### config.mk
export PLATFORM = sky130hd
export DESIGN_NAME = bus_matrix_wrr_arbiter_flat
export DESIGN_NICKNAME = d
export VERILOG_FILES = /design/src/rtl/bus_matrix_pkg.sv /design/src/rtl/bus_matrix_wrr_arbiter_if.sv /design/src/rtl/bus_matrix_rr_pick.sv /design/src/rtl/bus_matrix_wrr_arbiter.sv /design/src/flat_wrapper.sv
export SDC_FILE = /design/constraint.sdc
export NUM_CORES = 1
export LEC_CHECK = 0
export BUFFER_PORTS_ARGS = -buffer_cell sky130_fd_sc_hd__buf_2
export CORE_MARGIN = 10
export CORE_UTILIZATION = 47
export CTS_BUF_LIST = sky130_fd_sc_hd__clkbuf_4 sky130_fd_sc_hd__clkbuf_8 sky130_fd_sc_hd__clkbuf_16
export DETAILED_ROUTE_END_ITERATION = 8
export MAX_ROUTING_LAYER = met4
export PLACE_DENSITY = 0.92
export SYNTH_ARGS = -nofsm -noshare
export SYNTH_HDL_FRONTEND = slang
export SYNTH_SLANG_ARGS = --single-unit
### constraint.sdc
create_clock -name clk -period 2.55 [get_ports clk]
set_clock_uncertainty 0.15 [all_clocks]
set_input_delay 0.255 -clock clk [delete_from_list [all_inputs] [get_ports clk]]
set_output_delay 0.255 -clock clk [all_outputs]
set_load 0.05 [all_outputs]
### src/rtl/bus_matrix_pkg.sv
// Shared bus-matrix types: arbitration schemes, arbiter FSM states and index-width helper.
package bus_matrix_pkg;

  typedef enum logic [1:0] {
    ARB_FIXED = 2'd0,
    ARB_RR    = 2'd1,
    ARB_WRR   = 2'd2
  } arb_scheme_e;

  typedef enum logic {
    IDLE  = 1'b0,
    GRANT = 1'b1
  } arb_state_e;

  function automatic int unsigned idx_width(input int unsigned n);
    return (n > 1) ? $clog2(n) : 1;
  endfunction

endpackage

### src/rtl/bus_matrix_wrr_arbiter_if.sv
// Request/grant bundle between the masters of one slave port and its arbiter.
interface bus_matrix_wrr_arbiter_if #(
  parameter int unsigned N_REQ    = 4,
  parameter int unsigned WEIGHT_W = 4
);
  localparam int unsigned IDX_W = bus_matrix_pkg::idx_width(N_REQ);

  logic [N_REQ-1:0]          req_i;
  logic [N_REQ-1:0]          lock_i;
  logic                      done_i;
  logic [N_REQ*WEIGHT_W-1:0] weight_i;
  logic [N_REQ-1:0]          gnt_o;
  logic [IDX_W-1:0]          gnt_idx_o;
  logic                      gnt_valid_o;
  logic                      timeout_o;

  modport master (
    output req_i, lock_i, done_i, weight_i,
    input  gnt_o, gnt_idx_o, gnt_valid_o, timeout_o
  );

  modport slave (
    input  req_i, lock_i, done_i, weight_i,
    output gnt_o, gnt_idx_o, gnt_valid_o, timeout_o
  );
endinterface

### src/rtl/bus_matrix_rr_pick.sv
// Rotating priority encoder: first available request at or above ptr_i, wrapping.
module bus_matrix_rr_pick #(
  parameter int unsigned N_REQ = 4,
  parameter int unsigned IDX_W = 2
) (
  input  logic [N_REQ-1:0] req_i,
  input  logic [IDX_W-1:0] ptr_i,
  input  logic [N_REQ-1:0] excl_i,
  output logic [N_REQ-1:0] gnt_o,
  output logic [IDX_W-1:0] idx_o,
  output logic             any_o
);
  logic [N_REQ-1:0]   avail;
  logic [2*N_REQ-1:0] masked;
  logic               found;

  // Upper copy of the doubled vector supplies the wrapped-around requests.
  assign avail  = req_i & ~excl_i;
  assign masked = {avail, avail} & ({(2*N_REQ){1'b1}} << ptr_i);

  always_comb begin
    idx_o = '0;
    found = 1'b0;
    for (int unsigned j = 0; j < 2*N_REQ; j++) begin
      if (!found && masked[j]) begin
        found = 1'b1;
        idx_o = IDX_W'(j % N_REQ);
      end
    end
  end

  assign any_o = |avail;
  assign gnt_o = any_o ? (N_REQ'(1) << idx_o) : '0;
endmodule

### src/rtl/bus_matrix_wrr_arbiter.sv
// Per-slave fixed / round-robin / weighted round-robin arbiter with registered one-hot grant.
// Optional forced release of over-long locked grants: BUS_MATRIX_ARB_TIMEOUT_EN.
module bus_matrix_wrr_arbiter
  import bus_matrix_pkg::*;
#(
  parameter int unsigned N_REQ    = 4,
  parameter arb_scheme_e SCHEME   = ARB_RR,
  parameter int unsigned WEIGHT_W = 4,
  parameter int unsigned HOLD_MAX = 16
) (
  input  logic clk,
  input  logic rst,
  bus_matrix_wrr_arbiter_if.slave bus
);
  localparam int unsigned IDX_W = idx_width(N_REQ);

  arb_state_e          state_q, state_d;
  logic [N_REQ-1:0]    gnt_q, gnt_d;
  logic [IDX_W-1:0]    idx_q, idx_d, ptr_q, ptr_d;
  logic [WEIGHT_W-1:0] credit_q, credit_d;
  logic [IDX_W-1:0]    ptr_rel, pick_ptr, pick_idx;
  logic [N_REQ-1:0]    pick_excl, pick_gnt;
  logic                pick_any, release_req, force_rel, new_grant;
  logic [WEIGHT_W-1:0] pick_weight, credit_load;

  // On a release the next pick already sees the advanced pointer and skips the releaser.
  assign ptr_rel   = (SCHEME == ARB_FIXED || idx_q == IDX_W'(N_REQ-1)) ? '0 : idx_q + IDX_W'(1);
  assign pick_ptr  = (state_q == GRANT) ? ptr_rel : ptr_q;
  assign pick_excl = (state_q == GRANT) ? gnt_q : '0;

  bus_matrix_rr_pick #(.N_REQ(N_REQ), .IDX_W(IDX_W)) u_pick (
    .req_i  (bus.req_i),
    .ptr_i  (pick_ptr),
    .excl_i (pick_excl),
    .gnt_o  (pick_gnt),
    .idx_o  (pick_idx),
    .any_o  (pick_any)
  );

  assign pick_weight = bus.weight_i[pick_idx*WEIGHT_W +: WEIGHT_W];
  assign credit_load = (SCHEME != ARB_WRR || pick_weight == '0) ? WEIGHT_W'(1) : pick_weight;

`ifdef BUS_MATRIX_ARB_TIMEOUT_EN
  localparam int unsigned HOLD_W = $clog2(HOLD_MAX + 1);
  logic [HOLD_W-1:0] hold_q, hold_d;
  logic              timeout_q;

  assign force_rel = (state_q == GRANT) && (hold_q == HOLD_W'(HOLD_MAX - 1));

  always_comb begin
    hold_d = hold_q;
    if (new_grant)
      hold_d = '0;
    else if (state_q == GRANT && hold_q != '1)
      hold_d = hold_q + HOLD_W'(1);
  end

  always_ff @(posedge clk) begin
    if (rst) begin
      hold_q    <= '0;
      timeout_q <= 1'b0;
    end else begin
      hold_q    <= hold_d;
      timeout_q <= force_rel;
    end
  end

  assign bus.timeout_o = timeout_q;
`else
  assign force_rel     = 1'b0;
  assign bus.timeout_o = 1'b0;
`endif

  always_comb begin
    state_d     = state_q;
    gnt_d       = gnt_q;
    idx_d       = idx_q;
    credit_d    = credit_q;
    ptr_d       = ptr_q;
    new_grant   = 1'b0;
    release_req = 1'b0;
    case (state_q)
      IDLE: begin
        if (pick_any) begin
          state_d   = GRANT;
          new_grant = 1'b1;
        end
      end
      GRANT: begin
        // A dropped request outranks lock and remaining credit.
        if (!bus.req_i[idx_q]) begin
          release_req = 1'b1;
        end else if (bus.done_i && !bus.lock_i[idx_q]) begin
          if (SCHEME == ARB_WRR && credit_q > WEIGHT_W'(1))
            credit_d = credit_q - WEIGHT_W'(1);
          else
            release_req = 1'b1;
        end
        if (release_req || force_rel) begin
          ptr_d = ptr_rel;
          if (pick_any) begin
            new_grant = 1'b1;
          end else begin
            state_d = IDLE;
            gnt_d   = '0;
            idx_d   = '0;
          end
        end
      end
      default: state_d = IDLE;
    endcase
    if (new_grant) begin
      gnt_d    = pick_gnt;
      idx_d    = pick_idx;
      credit_d = credit_load;
    end
  end

  always_ff @(posedge clk) begin
    if (rst) begin
      state_q  <= IDLE;
      gnt_q    <= '0;
      idx_q    <= '0;
      credit_q <= '0;
      ptr_q    <= '0;
    end else begin
      state_q  <= state_d;
      gnt_q    <= gnt_d;
      idx_q    <= idx_d;
      credit_q <= credit_d;
      ptr_q    <= ptr_d;
    end
  end

  assign bus.gnt_o       = gnt_q;
  assign bus.gnt_idx_o   = idx_q;
  assign bus.gnt_valid_o = |gnt_q;
endmodule

### src/flat_wrapper.sv
// flat-port wrapper written by rule: the top's interface ports become plain ports
module bus_matrix_wrr_arbiter_flat import bus_matrix_pkg::*;
#(
  parameter int unsigned N_REQ    = 4,
  parameter arb_scheme_e SCHEME   = ARB_RR,
  parameter int unsigned WEIGHT_W = 4,
  parameter int unsigned HOLD_MAX = 16
)
  (clk, rst, bus_req_i, bus_lock_i, bus_done_i, bus_weight_i, bus_gnt_o, bus_gnt_idx_o, bus_gnt_valid_o, bus_timeout_o);
  bus_matrix_wrr_arbiter_if #(.N_REQ(N_REQ), .WEIGHT_W(WEIGHT_W)) bus_i ();
  input  logic clk;
  input  logic rst;
  input wire logic [$bits(bus_i.req_i)-1:0] bus_req_i;
  input wire logic [$bits(bus_i.lock_i)-1:0] bus_lock_i;
  input wire logic [$bits(bus_i.done_i)-1:0] bus_done_i;
  input wire logic [$bits(bus_i.weight_i)-1:0] bus_weight_i;
  output wire logic [$bits(bus_i.gnt_o)-1:0] bus_gnt_o;
  output wire logic [$bits(bus_i.gnt_idx_o)-1:0] bus_gnt_idx_o;
  output wire logic [$bits(bus_i.gnt_valid_o)-1:0] bus_gnt_valid_o;
  output wire logic [$bits(bus_i.timeout_o)-1:0] bus_timeout_o;
  assign bus_i.req_i = bus_req_i;
  assign bus_i.lock_i = bus_lock_i;
  assign bus_i.done_i = bus_done_i;
  assign bus_i.weight_i = bus_weight_i;
  assign bus_gnt_o = bus_i.gnt_o;
  assign bus_gnt_idx_o = bus_i.gnt_idx_o;
  assign bus_gnt_valid_o = bus_i.gnt_valid_o;
  assign bus_timeout_o = bus_i.timeout_o;
  bus_matrix_wrr_arbiter #(.N_REQ(N_REQ), .SCHEME(SCHEME), .WEIGHT_W(WEIGHT_W), .HOLD_MAX(HOLD_MAX)) u_core (.clk(clk), .rst(rst), .bus(bus_i));
endmodule
==> impl_metrics.tcl <==
set metrics [dict create \
    status "completed" \
    relSlewSlack_pct 65.6 \
    holdCritPathClass "input pin to register" \
    wire_per_inst_microns 16.3 \
    setup_violations 0 \
    fp.dieH_microns 58.3 \
    die-area_sq_mm 0.00340 \
    worstMarginPinSlew_ps 515 \
    viasPerCell 5.76 \
    leakagePower_nw 0.376 \
    synth_area_sq_um 689 \
    r2r_setup_slack_ps 580 \
    seq_area_frac_synth_pct 26.1 \
    dp_hpwl_mm 1.46 \
    layout_setup_ws_ps 581 \
    switching_share_pct 45.0 \
    die_x_microns 58.3 \
    finalPower_w 0.000627 \
    rows 13 \
    place_ws_ps 631 \
    grt_pass1_vias 655 \
    start_util_pct 51.1 \
    cts_buffer_depth 2 \
    endpoint_kind "register" \
    yosys_warnings 0 \
    htreeDepth 1 \
    cp_num_buf_inv 0 \
    drt_pass1_iterations 4 \
    root_buffer "clkbuf_4" \
    syn_nets 103 \
    worstPathMaxFanout 10 \
    clk_pin_slew_ps 70 \
    crit_required_ps 2600 \
    internal_power_w 0.000345 \
    maxCapViolCount 0 \
    yosys-top-cells-area "dfxtp_1 26%, o2bb2ai_1 5.1%, nand2_1 3.8%" \
    p_clk_share_pct 19.5 \
    final_hold_viol_count 0 \
    yosysUniqueCellTypes 43 \
    p_per_area_mw_per_mm2 779 \
    diodes 0 \
    combPwrFrac_pct 48.7 \
    first_iter_violations 11 \
    drive_gt1_share_pct 38.3 \
    drcViolationCount 0 \
    yosysTopAreaCellShare_pct 26.1 \
    synth_top_area_cell "dfxtp_1" \
    ys.flop_type "dfxtp_1" \
    clk-insertion-delay-late_ps 270 \
    num_io_pins 35 \
    max_stage_delay_ps 450 \
    antenna_found_initial 0 \
    p_switching_w 0.000282 \
    cp_slowest_cell "ha_1" \
    postCtsResizedCells 0 \
    syn_area_per_cell_sq_um 9.19 \
    synth_most_common_cell "dfxtp_1" \
    fin_nets 123 \
    cts.sinks 9 \
    port_buffers 17 \
    via_count 628 \
    postCtsHoldBufs 0 \
    cts-buffers-inserted 3 \
    peakVddDrop_mv 0.498 \
    syn_inst 75 \
    final_max_slew_viol_count 0 \
    fmax_mhz 508 \
    rsz0062_at_grt "false" \
    cpLargestDelayFamily "compound AO/OA/AOI/OAI gates" \
    power_frac_seq_pct 31.8 \
    grt_max_degree 16 \
    ant_nets 0 \
    track_usage_pct 10.8 \
    place_congestion 0.834 \
    critPathKind "register to register" \
    fin_crit_sh_pct 77.2 \
    fin_crit_ps 1970 \
    synthToLayoutAreaGrowth_pct 16.7 \
    start_kind "register" \
    yosys-top-cells-count "9 x dfxtp_1, 7 x nand2_1, 6 x nor2_1" \
    fp.coreArea_sq_mm 0.00135 \
    synth_edf_count 0 \
    synth_seq_cells 9 \
    fin_setup_tns_ps 0 \
    post_cts_buffers 0 \
    path_cells "ha_1 -> and3b_1 -> o21bai_2 -> o2111ai_2 -> nand4b_4 -> o2bb2ai_1" \
    routed_wl_mm 1.77 \
    cts_tree "done" \
    worstPathArrival_ps 2020 \
    async_flop_share_pct 0 \
    grt_first_pass_wirelength_mm 2.91 \
    grt-ovfl-total 0 \
]
final timing paths:
kind	start	end	cells past startpoint
setup / recovery	u_core.bus.gnt_idx_o[0]$_SDFFE_PP0P_	u_core.bus.gnt_o[2]$_SDFFE_PP0P_	6
hold / removal	rst	u_core.state_q$_SDFF_PP0_	2
setup reg to reg	u_core.bus.gnt_idx_o[0]$_SDFFE_PP0P_	u_core.bus.gnt_o[2]$_SDFFE_PP0P_	6
hold reg to reg	u_core.bus.gnt_o[0]$_SDFFE_PP0P_	u_core.bus.gnt_o[0]$_SDFFE_PP0P_	1
power groups by stage:
stage / Sequential, W / Combinational (W) / Clock (W)
finish: 0.000199 / 0.000305 / 0.000122
global route: 0.000204 / 0.000327 / 0.000130
CTS: 0.000199 / 0.000307 / 0.000123
detailed placement: 0.000202 / 0.000306 / 0
global placement: 0.000200 / 0.000296 / 0
floorplan: 0.000249 / 0.000189 / 0
flip-flops by register name, summed over array words and instances (netlist names):
signal	cells
u_core.bus.gnt_o	4
u_core.state_q	1
u_core.ptr_q	2
u_core.bus.gnt_idx_o	2
stage by stage:
step           cells  hold slack, ps  cell area, sq um  util [%]
2_1_floorplan     75             174               689         -
3_3_place_gp     105             344               774      57.4
3_5_place_dp     105             355               774      57.4
4_1_cts          109            97.3               805      59.6
5_1_grt          109             109               805      59.6
6_report         109            94.9               805      59.6
cells by family after synthesis:
logic type / after synthesis / synth area share (%)
AND/OR/NAND/NOR: 35 / 34.5
other: 1 / 0.544
flip-flops: 9 / 26.1
buffers and inverters: 4 / 3.81
adder cells (fa/ha/maj): 1 / 1.81
multiplexers: 2 / 2.90
AO/OA/AOI/OAI: 23 / 30.3
area by class of cell:
type / instances / area, sq um
repair buffers: 17 / 85.1
fillers: 128 / 546
inverters: 2 / 7.51
flip-flops and latches: 9 / 180
multi-input cells: 62 / 483
clock buffers: 4 / 30.0
well taps: 15 / 18.8
routing by layer:
metal / GRT usage (%) / part of all wire, %
met4: 3.02 / 1.1
met1: 11.7 / 43
met5: - / 0
met2: 18.4 / 49
met3: 3.43 / 6.5
cells in the final DEF (no fill, tap or decap), types with 2 or more instances in the layout:
master	Yosys	layout
o2bb2ai_1	4	4
a21oi_1	2	2
buf_2	0	17
nand2_1	7	7
a21bo_2	2	2
inv_1	2	2
dfxtp_1	9	9
nor2_1	6	6
a21boi_2	2	2
mux2i_1	2	2
clkbuf_4	0	4
nor2b_1	4	4
nand2b_1	3	3
No activity file was read; power rests on OpenSTA's default activity.
